## src/rtl/pag_cache_pkg.sv

```systemverilog
// pag_cache_pkg: shared definitions for the PAG-to-MEM word cache.
//   PAG_PADDR_W / PAG_WORD_W track the machine-wide `PADDR (22) and `WORD (36)
//   widths; PAG_IDX_W is the default index width (64 one-word lines).
//   state_t is the controller FSM encoding used by pag_cache.
package pag_cache_pkg;

    localparam int PAG_PADDR_W = 22;
    localparam int PAG_WORD_W  = 36;
    localparam int PAG_IDX_W   = 6;

    typedef enum logic [1:0] {
        IDLE  = 2'd0,
        ACK   = 2'd1,
        MISS  = 2'd2,
        WRITE = 2'd3
    } state_t;

endpackage

```

## src/rtl/pag_cache_store.sv

```systemverilog
// pag_cache_store: tag + data arrays and per-line valid bits.
//   Ports:
//     clk, reset        clock, async active-low reset (clears valid bits)
//     lookup_idx/tag    combinational lookup address
//     lookup_hit/data   hit flag and stored word for lookup_idx
//     wr_en/idx/tag/data  write port; also marks the line valid
//     clear             invalidate every line in one cycle (wins over wr_en)
module pag_cache_store
    import pag_cache_pkg::*;
#(
    parameter int IDX_W   = PAG_IDX_W,
    parameter int PADDR_W = PAG_PADDR_W,
    parameter int WORD_W  = PAG_WORD_W
) (
    input  logic                     clk,
    input  logic                     reset,
    input  logic [IDX_W-1:0]         lookup_idx,
    input  logic [PADDR_W-IDX_W-1:0] lookup_tag,
    output logic                     lookup_hit,
    output logic [WORD_W-1:0]        lookup_data,
    input  logic                     wr_en,
    input  logic [IDX_W-1:0]         wr_idx,
    input  logic [PADDR_W-IDX_W-1:0] wr_tag,
    input  logic [WORD_W-1:0]        wr_data,
    input  logic                     clear
);

    localparam int LINES = 2 ** IDX_W;
    localparam int TAG_W = PADDR_W - IDX_W;

    logic [TAG_W-1:0]  tag_mem  [LINES];
    logic [WORD_W-1:0] data_mem [LINES];
    logic [LINES-1:0]  valid;

    assign lookup_hit  = valid[lookup_idx] && (tag_mem[lookup_idx] == lookup_tag);
    assign lookup_data = data_mem[lookup_idx];

    // Arrays carry no reset; a line is only trusted once its valid bit is set.
    always_ff @(posedge clk) begin
        if (wr_en) begin
            tag_mem[wr_idx]  <= wr_tag;
            data_mem[wr_idx] <= wr_data;
        end
    end

    always_ff @(posedge clk or negedge reset) begin
        if (!reset) begin
            valid <= '0;
        end else if (clear) begin
            valid <= '0;
        end else if (wr_en) begin
            valid[wr_idx] <= 1'b1;
        end
    end

endmodule

```

## src/rtl/pag_cache.sv

```systemverilog
// pag_cache: direct-mapped, write-through, no-write-allocate word cache
// between the pager (PAG) and main memory (MEM), memory space only.
//   Ports:
//     clk, reset            clock, async active-low reset
//     flush                 invalidate all lines (deferred to IDLE if busy)
//     pag_addr/read/write/write_data   PAG level requests
//     pag_read_data/read_ack/write_ack PAG one-cycle completions
//     mem_addr/read/write/write_data   MEM level requests (held until ack)
//     mem_read_data/read_ack/write_ack MEM completions
//   Optional: define PAG_CACHE_STATS_EN to add hit_count / miss_count
//   read statistics outputs (cleared by reset only, wrap at 2**WORD_W).
//
//   state | meaning
//   IDLE  | waiting for a PAG request; pending flush applied here
//   ACK   | one-cycle pag_read_ack or pag_write_ack is on the outputs
//   MISS  | mem_read outstanding, waiting for mem_read_ack
//   WRITE | mem_write outstanding, waiting for mem_write_ack
module pag_cache
    import pag_cache_pkg::*;
#(
    parameter int IDX_W   = PAG_IDX_W,
    parameter int PADDR_W = PAG_PADDR_W,
    parameter int WORD_W  = PAG_WORD_W
) (
    input  logic               clk,
    input  logic               reset,
    input  logic               flush,
    input  logic [PADDR_W-1:0] pag_addr,
    input  logic               pag_read,
    input  logic               pag_write,
    input  logic [WORD_W-1:0]  pag_write_data,
    output logic [WORD_W-1:0]  pag_read_data,
    output logic               pag_read_ack,
    output logic               pag_write_ack,
    output logic [PADDR_W-1:0] mem_addr,
    output logic               mem_read,
    output logic               mem_write,
    output logic [WORD_W-1:0]  mem_write_data,
    input  logic [WORD_W-1:0]  mem_read_data,
    input  logic               mem_read_ack,
    input  logic               mem_write_ack
`ifdef PAG_CACHE_STATS_EN
    ,
    output logic [WORD_W-1:0]  hit_count,
    output logic [WORD_W-1:0]  miss_count
`endif
);

    localparam int TAG_W = PADDR_W - IDX_W;

    state_t state, state_d;

    logic               flush_pend, flush_pend_d;
    logic               flush_now;
    logic               lookup_hit, hit;
    logic [WORD_W-1:0]  lookup_data;
    logic [IDX_W-1:0]   idx;
    logic [TAG_W-1:0]   tag;
    logic               st_wr_en;
    logic [WORD_W-1:0]  st_wr_data;

    logic [WORD_W-1:0]  rdata_d;
    logic               rack_d, wack_d;
    logic [PADDR_W-1:0] maddr_d;
    logic               mread_d, mwrite_d;
    logic [WORD_W-1:0]  mwdata_d;

    assign idx = pag_addr[IDX_W-1:0];
    assign tag = pag_addr[PADDR_W-1:IDX_W];

    // A flush seen in IDLE (fresh or deferred) clears the store this cycle and
    // forces any same-cycle lookup to behave as a miss.
    assign flush_now = (state == IDLE) && (flush || flush_pend);
    assign hit       = lookup_hit && !flush_now;

    pag_cache_store #(
        .IDX_W   (IDX_W),
        .PADDR_W (PADDR_W),
        .WORD_W  (WORD_W)
    ) u_store (
        .clk         (clk),
        .reset       (reset),
        .lookup_idx  (idx),
        .lookup_tag  (tag),
        .lookup_hit  (lookup_hit),
        .lookup_data (lookup_data),
        .wr_en       (st_wr_en),
        .wr_idx      (idx),
        .wr_tag      (tag),
        .wr_data     (st_wr_data),
        .clear       (flush_now)
    );

    always_comb begin
        state_d      = state;
        flush_pend_d = flush_pend;
        rdata_d      = pag_read_data;
        rack_d       = 1'b0;
        wack_d       = 1'b0;
        maddr_d      = mem_addr;
        mread_d      = mem_read;
        mwrite_d     = mem_write;
        mwdata_d     = mem_write_data;
        st_wr_en     = 1'b0;
        st_wr_data   = pag_write_data;

        if (state != IDLE && flush) begin
            flush_pend_d = 1'b1;
        end

        case (state)
            IDLE: begin
                flush_pend_d = 1'b0;
                // Write wins if a requester wrongly raises both.
                if (pag_write) begin
                    mwrite_d = 1'b1;
                    maddr_d  = pag_addr;
                    mwdata_d = pag_write_data;
                    st_wr_en = hit;
                    state_d  = WRITE;
                end else if (pag_read) begin
                    if (hit) begin
                        rdata_d = lookup_data;
                        rack_d  = 1'b1;
                        state_d = ACK;
                    end else begin
                        mread_d = 1'b1;
                        maddr_d = pag_addr;
                        state_d = MISS;
                    end
                end
            end
            MISS: begin
                if (mem_read_ack) begin
                    mread_d    = 1'b0;
                    st_wr_en   = 1'b1;
                    st_wr_data = mem_read_data;
                    rdata_d    = mem_read_data;
                    rack_d     = 1'b1;
                    state_d    = ACK;
                end
            end
            WRITE: begin
                if (mem_write_ack) begin
                    mwrite_d = 1'b0;
                    wack_d   = 1'b1;
                    state_d  = ACK;
                end
            end
            ACK: begin
                state_d = IDLE;
            end
            default: begin
                state_d = IDLE;
            end
        endcase
    end

    always_ff @(posedge clk or negedge reset) begin
        if (!reset) begin
            state          <= IDLE;
            flush_pend     <= 1'b0;
            pag_read_data  <= '0;
            pag_read_ack   <= 1'b0;
            pag_write_ack  <= 1'b0;
            mem_addr       <= '0;
            mem_read       <= 1'b0;
            mem_write      <= 1'b0;
            mem_write_data <= '0;
        end else begin
            state          <= state_d;
            flush_pend     <= flush_pend_d;
            pag_read_data  <= rdata_d;
            pag_read_ack   <= rack_d;
            pag_write_ack  <= wack_d;
            mem_addr       <= maddr_d;
            mem_read       <= mread_d;
            mem_write      <= mwrite_d;
            mem_write_data <= mwdata_d;
        end
    end

`ifdef PAG_CACHE_STATS_EN
    logic read_lookup;
    assign read_lookup = (state == IDLE) && pag_read && !pag_write;

    always_ff @(posedge clk or negedge reset) begin
        if (!reset) begin
            hit_count  <= '0;
            miss_count <= '0;
        end else if (read_lookup) begin
            if (hit) begin
                hit_count <= hit_count + WORD_W'(1);
            end else begin
                miss_count <= miss_count + WORD_W'(1);
            end
        end
    end
`endif

endmodule

```

## config.mk

```make
export PLATFORM = sky130hd
export DESIGN_NAME = pag_cache
export DESIGN_NICKNAME = d
export VERILOG_FILES = /design/src/rtl/pag_cache_pkg.sv /design/src/rtl/pag_cache_store.sv /design/src/rtl/pag_cache.sv
export SDC_FILE = /design/constraint.sdc
export NUM_CORES = 2
export LEC_CHECK = 0
export CORE_UTILIZATION = 56
export DETAILED_ROUTE_END_ITERATION = 8
export PLACE_DENSITY = 0.75
export SYNTH_ARGS = -nofsm -noshare
export SYNTH_HDL_FRONTEND = slang
export SYNTH_SLANG_ARGS = --single-unit
```

## constraint.sdc

```tcl
create_clock -name clk -period 6.35 [get_ports clk]
set_input_delay 1.27 -clock clk [delete_from_list [all_inputs] [get_ports clk]]
set_output_delay 1.27 -clock clk [all_outputs]
set_load 0.02 [all_outputs]
```

==> Yosys cells after proc, flatten, opt, wreduce, memory -nomap -nowiden <==
Memories as Yosys holds them, arrays and structs flattened.
Cells that the tools add are included.
{ "classes": {"n_addsub": 0, "multipliers": 0, "n_div": 0, "magnitude_cmp": 2, "n_eq_ne": 13, "shifts": 0, "muxes": 43, "bitwise": 1, "n_reduce_logical": 20} }
{ "ops": {"columns": ["operator", "n"], "rows": [
  ["$mux W36", 6],
  ["$mux W64", 2],
  ["$pmux W36 S2", 1],
  ["$mux W22", 3],
  ["$or A64 B64 Y64", 1],
  ["$mux W1", 19],
  ["$eq A16 B16 Y1", 1],
  ["$ne A2 B2 Y1 const B", 8],
  ["$reduce_bool A2 Y1", 6],
  ["$mux W2", 5],
  ["$reduce_and A5 Y1", 2],
  ["$reduce_and A3 Y1", 3],
  ["$pmux W1 S2", 4],
  ["$pmux W2 S4", 1],
  ["$lt A6 B7 Y1 const B", 1],
  ["$bmux W1 S6", 1],
  ["$demux W1 S6", 1],
  ["$ge A6 B1 Y1 const B", 1],
  ["$logic_and A1 B1 Y1", 5],
  ["$eq A2 B2 Y1 const B", 2],
  ["$ne A3 B3 Y1 const B", 1],
  ["$eq A2 B1 Y1 const B", 1],
  ["$logic_not A2 Y1", 1],
  ["$reduce_and A2 Y1", 1],
  ["2 further kinds", 2]
]} }
{ "word_totals": {"register_bits": 165, "latch_bits": 0, "ram_bits": 3328, "mem_bits_ro": 0, "word_cells": 91, "mem_count": 2} }
{ "memory_table": {"columns": ["name", "depth", "word_bits", "read_ports", "rd_ports_with_merged_regs", "write_ports", "line", "source"], "rows": [
  ["u_store.data_mem", 64, 36, 1, 0, 1, "pag_cache_store.sv:32", "logic [WORD_W-1:0] data_mem [LINES];"],
  ["u_store.tag_mem", 64, 16, 1, 0, 1, "pag_cache_store.sv:31", "logic [TAG_W-1:0] tag_mem [LINES];"]
]} }

==> Depth between registers and ports, before layout <==
{ "logic_depth": {"ltp_word": 8, "ltp_mapped": 21, "depth_no_buf": 10} }

==> By module <==
Synthesis repeated with hierarchy kept, for this count alone.
{ "unflattened": {"hier_cells": 5651, "area_unflattened_um2": 134117.4} }
{ "modules_own_cells": {"columns": ["module", "instances", "cells_per_inst", "area_per_inst_um2", "seq_area_each_um2"], "rows": [
  ["pag_cache_store", 1, 5338, 129421.6, 101537.4],
  ["pag_cache", 1, 313, 4695.8, 2527.4]
]} }

==> Worst setup path after synthesis <==
Ideal clock, no wire load.
{ "synth_path": {"path_type": "input port to flip-flop", "startpoint": "input pag_addr[0]", "endpoint": "memory u_store.data_mem[0][0] (netlist name), enable pin", "setup_time_ns": 0.526, "arrival_time_ns": 7.824, "slack_ns": -2.000, "path_stages": 16, "path_buffers": 6, "path_cell_list": "buf_6 > buf_6 > buf_6 > buf_4 > mux4_2 > a22oi_1 > nand4_1 > a311oi_1 > nand4_1 > xor2_1 > or3_4 > nand2b_1 > o31a_1 > buf_2 > buf_2 > nor3_1"} }
{ "synth_between": {"elab_chain_cells": 8} }
{ "synth_rtl": {"columns": ["item", "line", "source"], "rows": [
  ["from (decl)", "pag_cache.sv:28", "input logic [PADDR_W-1:0] pag_addr,"],
  ["$mem_v2 Z64 W16 or $bmux W1 S6 (tied branches)", null, null],
  ["$eq A16 B16 Y1 or $mux W1 (tied branches)", "pag_cache_store.sv:35", "assign lookup_hit = valid[lookup_idx] && (tag_mem[lookup_idx] == lookup_tag);"],
  ["$logic_and A1 B1 Y1", "pag_cache_store.sv:35", null],
  ["$logic_and A1 B1 Y1", "pag_cache.sv:74", "assign hit = lookup_hit && !flush_now;"],
  ["$mux W1", "pag_cache.sv:115", "if (pag_write) begin"],
  ["$pmux W1 S2", "pag_cache.sv:111", "case (state)"],
  ["$mux W1", "pag_cache_store.sv:40", "if (wr_en) begin"],
  ["$mux W1 (not written as such)", "pag_cache_store.sv:42", "data_mem[wr_idx] <= wr_data;"],
  ["to (decl)", "pag_cache_store.sv:32", null]
]} }
Parallel ways exist; a longest one is shown, timed or not. The select of a mux whose other input is x is not followed.

==> Final worst setup path <==
{ "layout_path": {"startpoint": "input pag_addr[0]", "endpoint": "memory u_store.tag_mem[57][5] (netlist name), enable pin"} }
{ "layout_between": {"elab_chain_cells": 8} }
{ "layout_rtl": {"columns": ["item", "line", "source"], "rows": [
  ["$mem_v2 Z64 W16 or $bmux W1 S6 (tied branches)", null, null],
  ["$eq A16 B16 Y1 or $mux W1 (tied branches)", "pag_cache_store.sv:35", null],
  ["$logic_and A1 B1 Y1", "pag_cache_store.sv:35", null],
  ["$logic_and A1 B1 Y1", "pag_cache.sv:74", null],
  ["$mux W1", "pag_cache.sv:115", null],
  ["$pmux W1 S2", "pag_cache.sv:111", null],
  ["$mux W1", "pag_cache_store.sv:40", null],
  ["$mux W1 (not written as such)", "pag_cache_store.sv:41", "tag_mem[wr_idx] <= wr_tag;"],
  ["to (decl)", "pag_cache_store.sv:31", null]
]} }
Parallel ways exist; a longest one is shown, timed or not. The select of a mux whose other input is x is not followed.

==> results.md <==
- Pin count of the biggest net entering global routing: 126
- CP peak stage delay: 650 ps
- Initial Util: 56.3%
- Share of cells above drive strength 1: 20.2%
- Critical path cell sequence: buf_8 > buf_4 > mux2i_1 > a22oi_1 > a22o_1 > a221o_1 > nor4_1 > buf_4 > o22ai_1 > nor4_2 > buf_4 > nand2b_4 > o31a_2 > buf_12 > nor3_4 > buf_4
- Count of final hold-check violations: 0
- # hold bufs at CTS: 0
- First-pass GRT wire length: 631000 µm
- Vias in the first global route: 79700
- CTS root buffer: clkbuf_16
- Mapped Nets: 7381
- DR vias: 84100
- CTS clk-pin slew, worst paths: 60 ps
- Worst Max-Slew Pin Slew: 1520 ps
- Syn Area/Cell: 18.2 µm²
- Post-synth EDFFs: 3328
- Hold WC Path Type: primary input to async pin
- Cells after Synth: 7280
- RSZ-0062 raised after global routing: false
- Yosys warning total: 0
- DR top layer: met5
- Residual overflow from global routing: 0
- Ports: 199
- Most common cell type on the critical path: buf_4
- Max Cap Viol: 1
- Dpl ws: -196 ps
- Setup Fix Bufs, Post-CTS: 0
- Drt pass-1 iters: 8
- Synth cell types: 95
- Area Growth Syn to Fin: 17.1%
- Leakage: 50.9 nW
- Post-DP HPWL: 279000 µm
- Final WS setup: 565 ps
- Die Y: 489 µm
- Final net count: 8033
- WS Path Type: primary input to flop
- Initial antenna violation count: 32
- Most common library cell in the layout ignoring fill and taps: edfxtp_1
- Critical Path AT: 6430 ps
- # port buffers: 198
- Commonest cells after routing, fill and taps aside: edfxtp_1, a22oi_1, buf_4, clkbuf_16, mux2i_1
- Synth top area share: 75.3%
- Met2 Routed Length: 198000 µm
- Tmin final: 5790 ps
- Antenna Violating Nets Remaining: 0
- CP max-delay cell: mux2i_1
- Main synth FF type: edfxtp_1
- Tot Pwr: 53.8 mW
- DRC viols: 0
- DIE AREA: 239000 µm²
- CTS Buf Count: 349
- TritonCTS clock tree: yes
- CP endpoint kind: flop
- Violated checks: capacitance limit, slew limit
- Clk_skew: 80.3 ps
- Pwr Density: 347 nW/µm²
- Final WL: 464000 µm
- Core Region: 235000 µm²
- Num rows: 178
- Status: finished, violations left
- Final setup TNS: 0 ps
- Crit share post-route: 91.1%
- DRT iter0 DRCs: 16500
- Post-synth top area cell: edfxtp_1
- GRT Overall Usage: 38.5%
- Die width: 489 µm
- Gpl congestion: 0.982
- Slew Limit Fails: 2
- Critical path's top delay family: buffers and inverters
- Mapped cell area: 133000 µm²
- WP data required: 6990 ps
- DR WL/cell: 40.8 µm
- Final Cell Area: 155000 µm²
- DP Area: 144000 µm²
- Setup violators final: 0
- M1 WL: 151000 µm
- FMAX: 0.173 GHz
- Clock latency on the worst-skew pair: 990 ps
- Crit Path Max Fanout: 39
- Post-CTS sizing: 0
- CP bufs+invs: 6
- Met3 wire len: 82500 µm
- Post-synth ARST share: 4.72%
- Vias per inst: 7.40
- H-tree Lvls: 5
- Filler Cell Count: 14900
- Sequential-to-total area share from yosys stat: 78.5%
- Slew margin rel.: -2.22%
- Top cells by area, synth: edfxtp_1, a22oi_1, dfrtp_1
- CTS sink cnt: 3493
- Maximum VDD drop: 328 µV
- #FFs+latches synth: 3493
- CP Launch Type: primary input
- Clk buf depth: 4
[registers in the layout, indices dropped and copies added, names as in the netlist]
signal / count
mem_write: 1
flush_pend: 1
pag_read_ack: 1
u_store.valid: 64
u_store.tag_mem: 1024
u_store.data_mem: 2304
mem_read: 1
mem_write_data: 36
pag_read_data: 36
pag_write_ack: 1
mem_addr: 22
state: 2
[power by group]
part / switching, mW / total (mW) / leakage (nW) / internal, mW
registers: 0.224 / 26.8 / 32.0 / 26.5
clock network: 8.67 / 20.6 / 5.46 / 12.0
logic: 4.55 / 6.41 / 13.4 / 1.86
[synthesized netlist by cell type, types with 42 or more instances]
| library cell | n |
|---|---|
| o22ai_1 | 61 |
| a21oi_1 | 166 |
| clkbuf_1 | 295 |
| edfxtp_1 | 3328 |
| nand3_1 | 42 |
| a22o_1 | 98 |
| buf_2 | 63 |
| nand4_1 | 110 |
| a221o_1 | 42 |
| o31ai_2 | 53 |
| o21ai_0 | 145 |
| nor3_1 | 80 |
| a221oi_1 | 259 |
| a22oi_1 | 697 |
| nor2_1 | 131 |
| nand2_1 | 273 |
| dfrtp_1 | 165 |
| mux4_2 | 121 |
| a31oi_1 | 72 |
| mux2i_1 | 291 |
| buf_1 | 91 |
| mux2_2 | 202 |
[routing by layer]
layer  up-vias  global-route usage, %
met2      8930                   54.6
met3      1642                   15.6
met1     41800                   50.3
met4        28                   22.2
met5         -                      0
li1      31700                      -
[area by class of cell]
| class | instances | area (µm²) | area share, % |
|---|---|---|---|
| clock inverter | 201 | 2140 | 1.38 |
| timing repair buffer | 823 | 8940 | 5.76 |
| sequential | 3493 | 104000 | 67.0 |
| antenna | 21 | 52.6 | 0.0338 |
| tap | 3150 | 3940 | 2.54 |
| multi-input combinational | 3248 | 27000 | 17.4 |
| clock buffer | 411 | 9100 | 5.86 |
| inverter | 17 | 67.6 | 0.0435 |
[metrics by stage]
stage / hold WS (ps) / util [%] / instances
3_3_place_gp: 453 / 61.2 / 10700
3_5_place_dp: 461 / 61.2 / 10700
6_report: 187 / 66.0 / 11400
2_1_floorplan: 438 / - / 7280
4_1_cts: 162 / 65.9 / 11300
5_1_grt: 202 / 65.9 / 11300
[path summary, 6_finish.rpt]
kind                                           to  cells past startpoint                    start  slack (ps)
min in group clk                u_store.valid[26]                      2        u_store.valid[26]         480
min reg2reg                     u_store.valid[26]                      2        u_store.valid[26]         480
max reg2reg                u_store.tag_mem[57][5]                     14  u_store.tag_mem[11][15]        1380
min                                  mem_addr[20]                      1                    reset         190
max                        u_store.tag_mem[57][5]                     16              pag_addr[0]         560
max in group asynchronous       pag_read_data[35]                      2                    reset        4800
[logic make-up (layout without fill, tap and decap cells)]
| group | after synthesis | after routing | share of synthesized area [%] |
|---|---|---|---|
| other cells | 0 | 21 | 0 |
| compound gates | 1831 | 1831 | 10.5 |
| flops | 3493 | 3493 | 78.5 |
| mux | 642 | 642 | 6.20 |
| simple gates | 769 | 769 | 2.89 |
| buf+inv | 539 | 1452 | 1.90 |
| xor+xnor | 6 | 6 | 0.0396 |
Power figures use the tool's default switching activity.
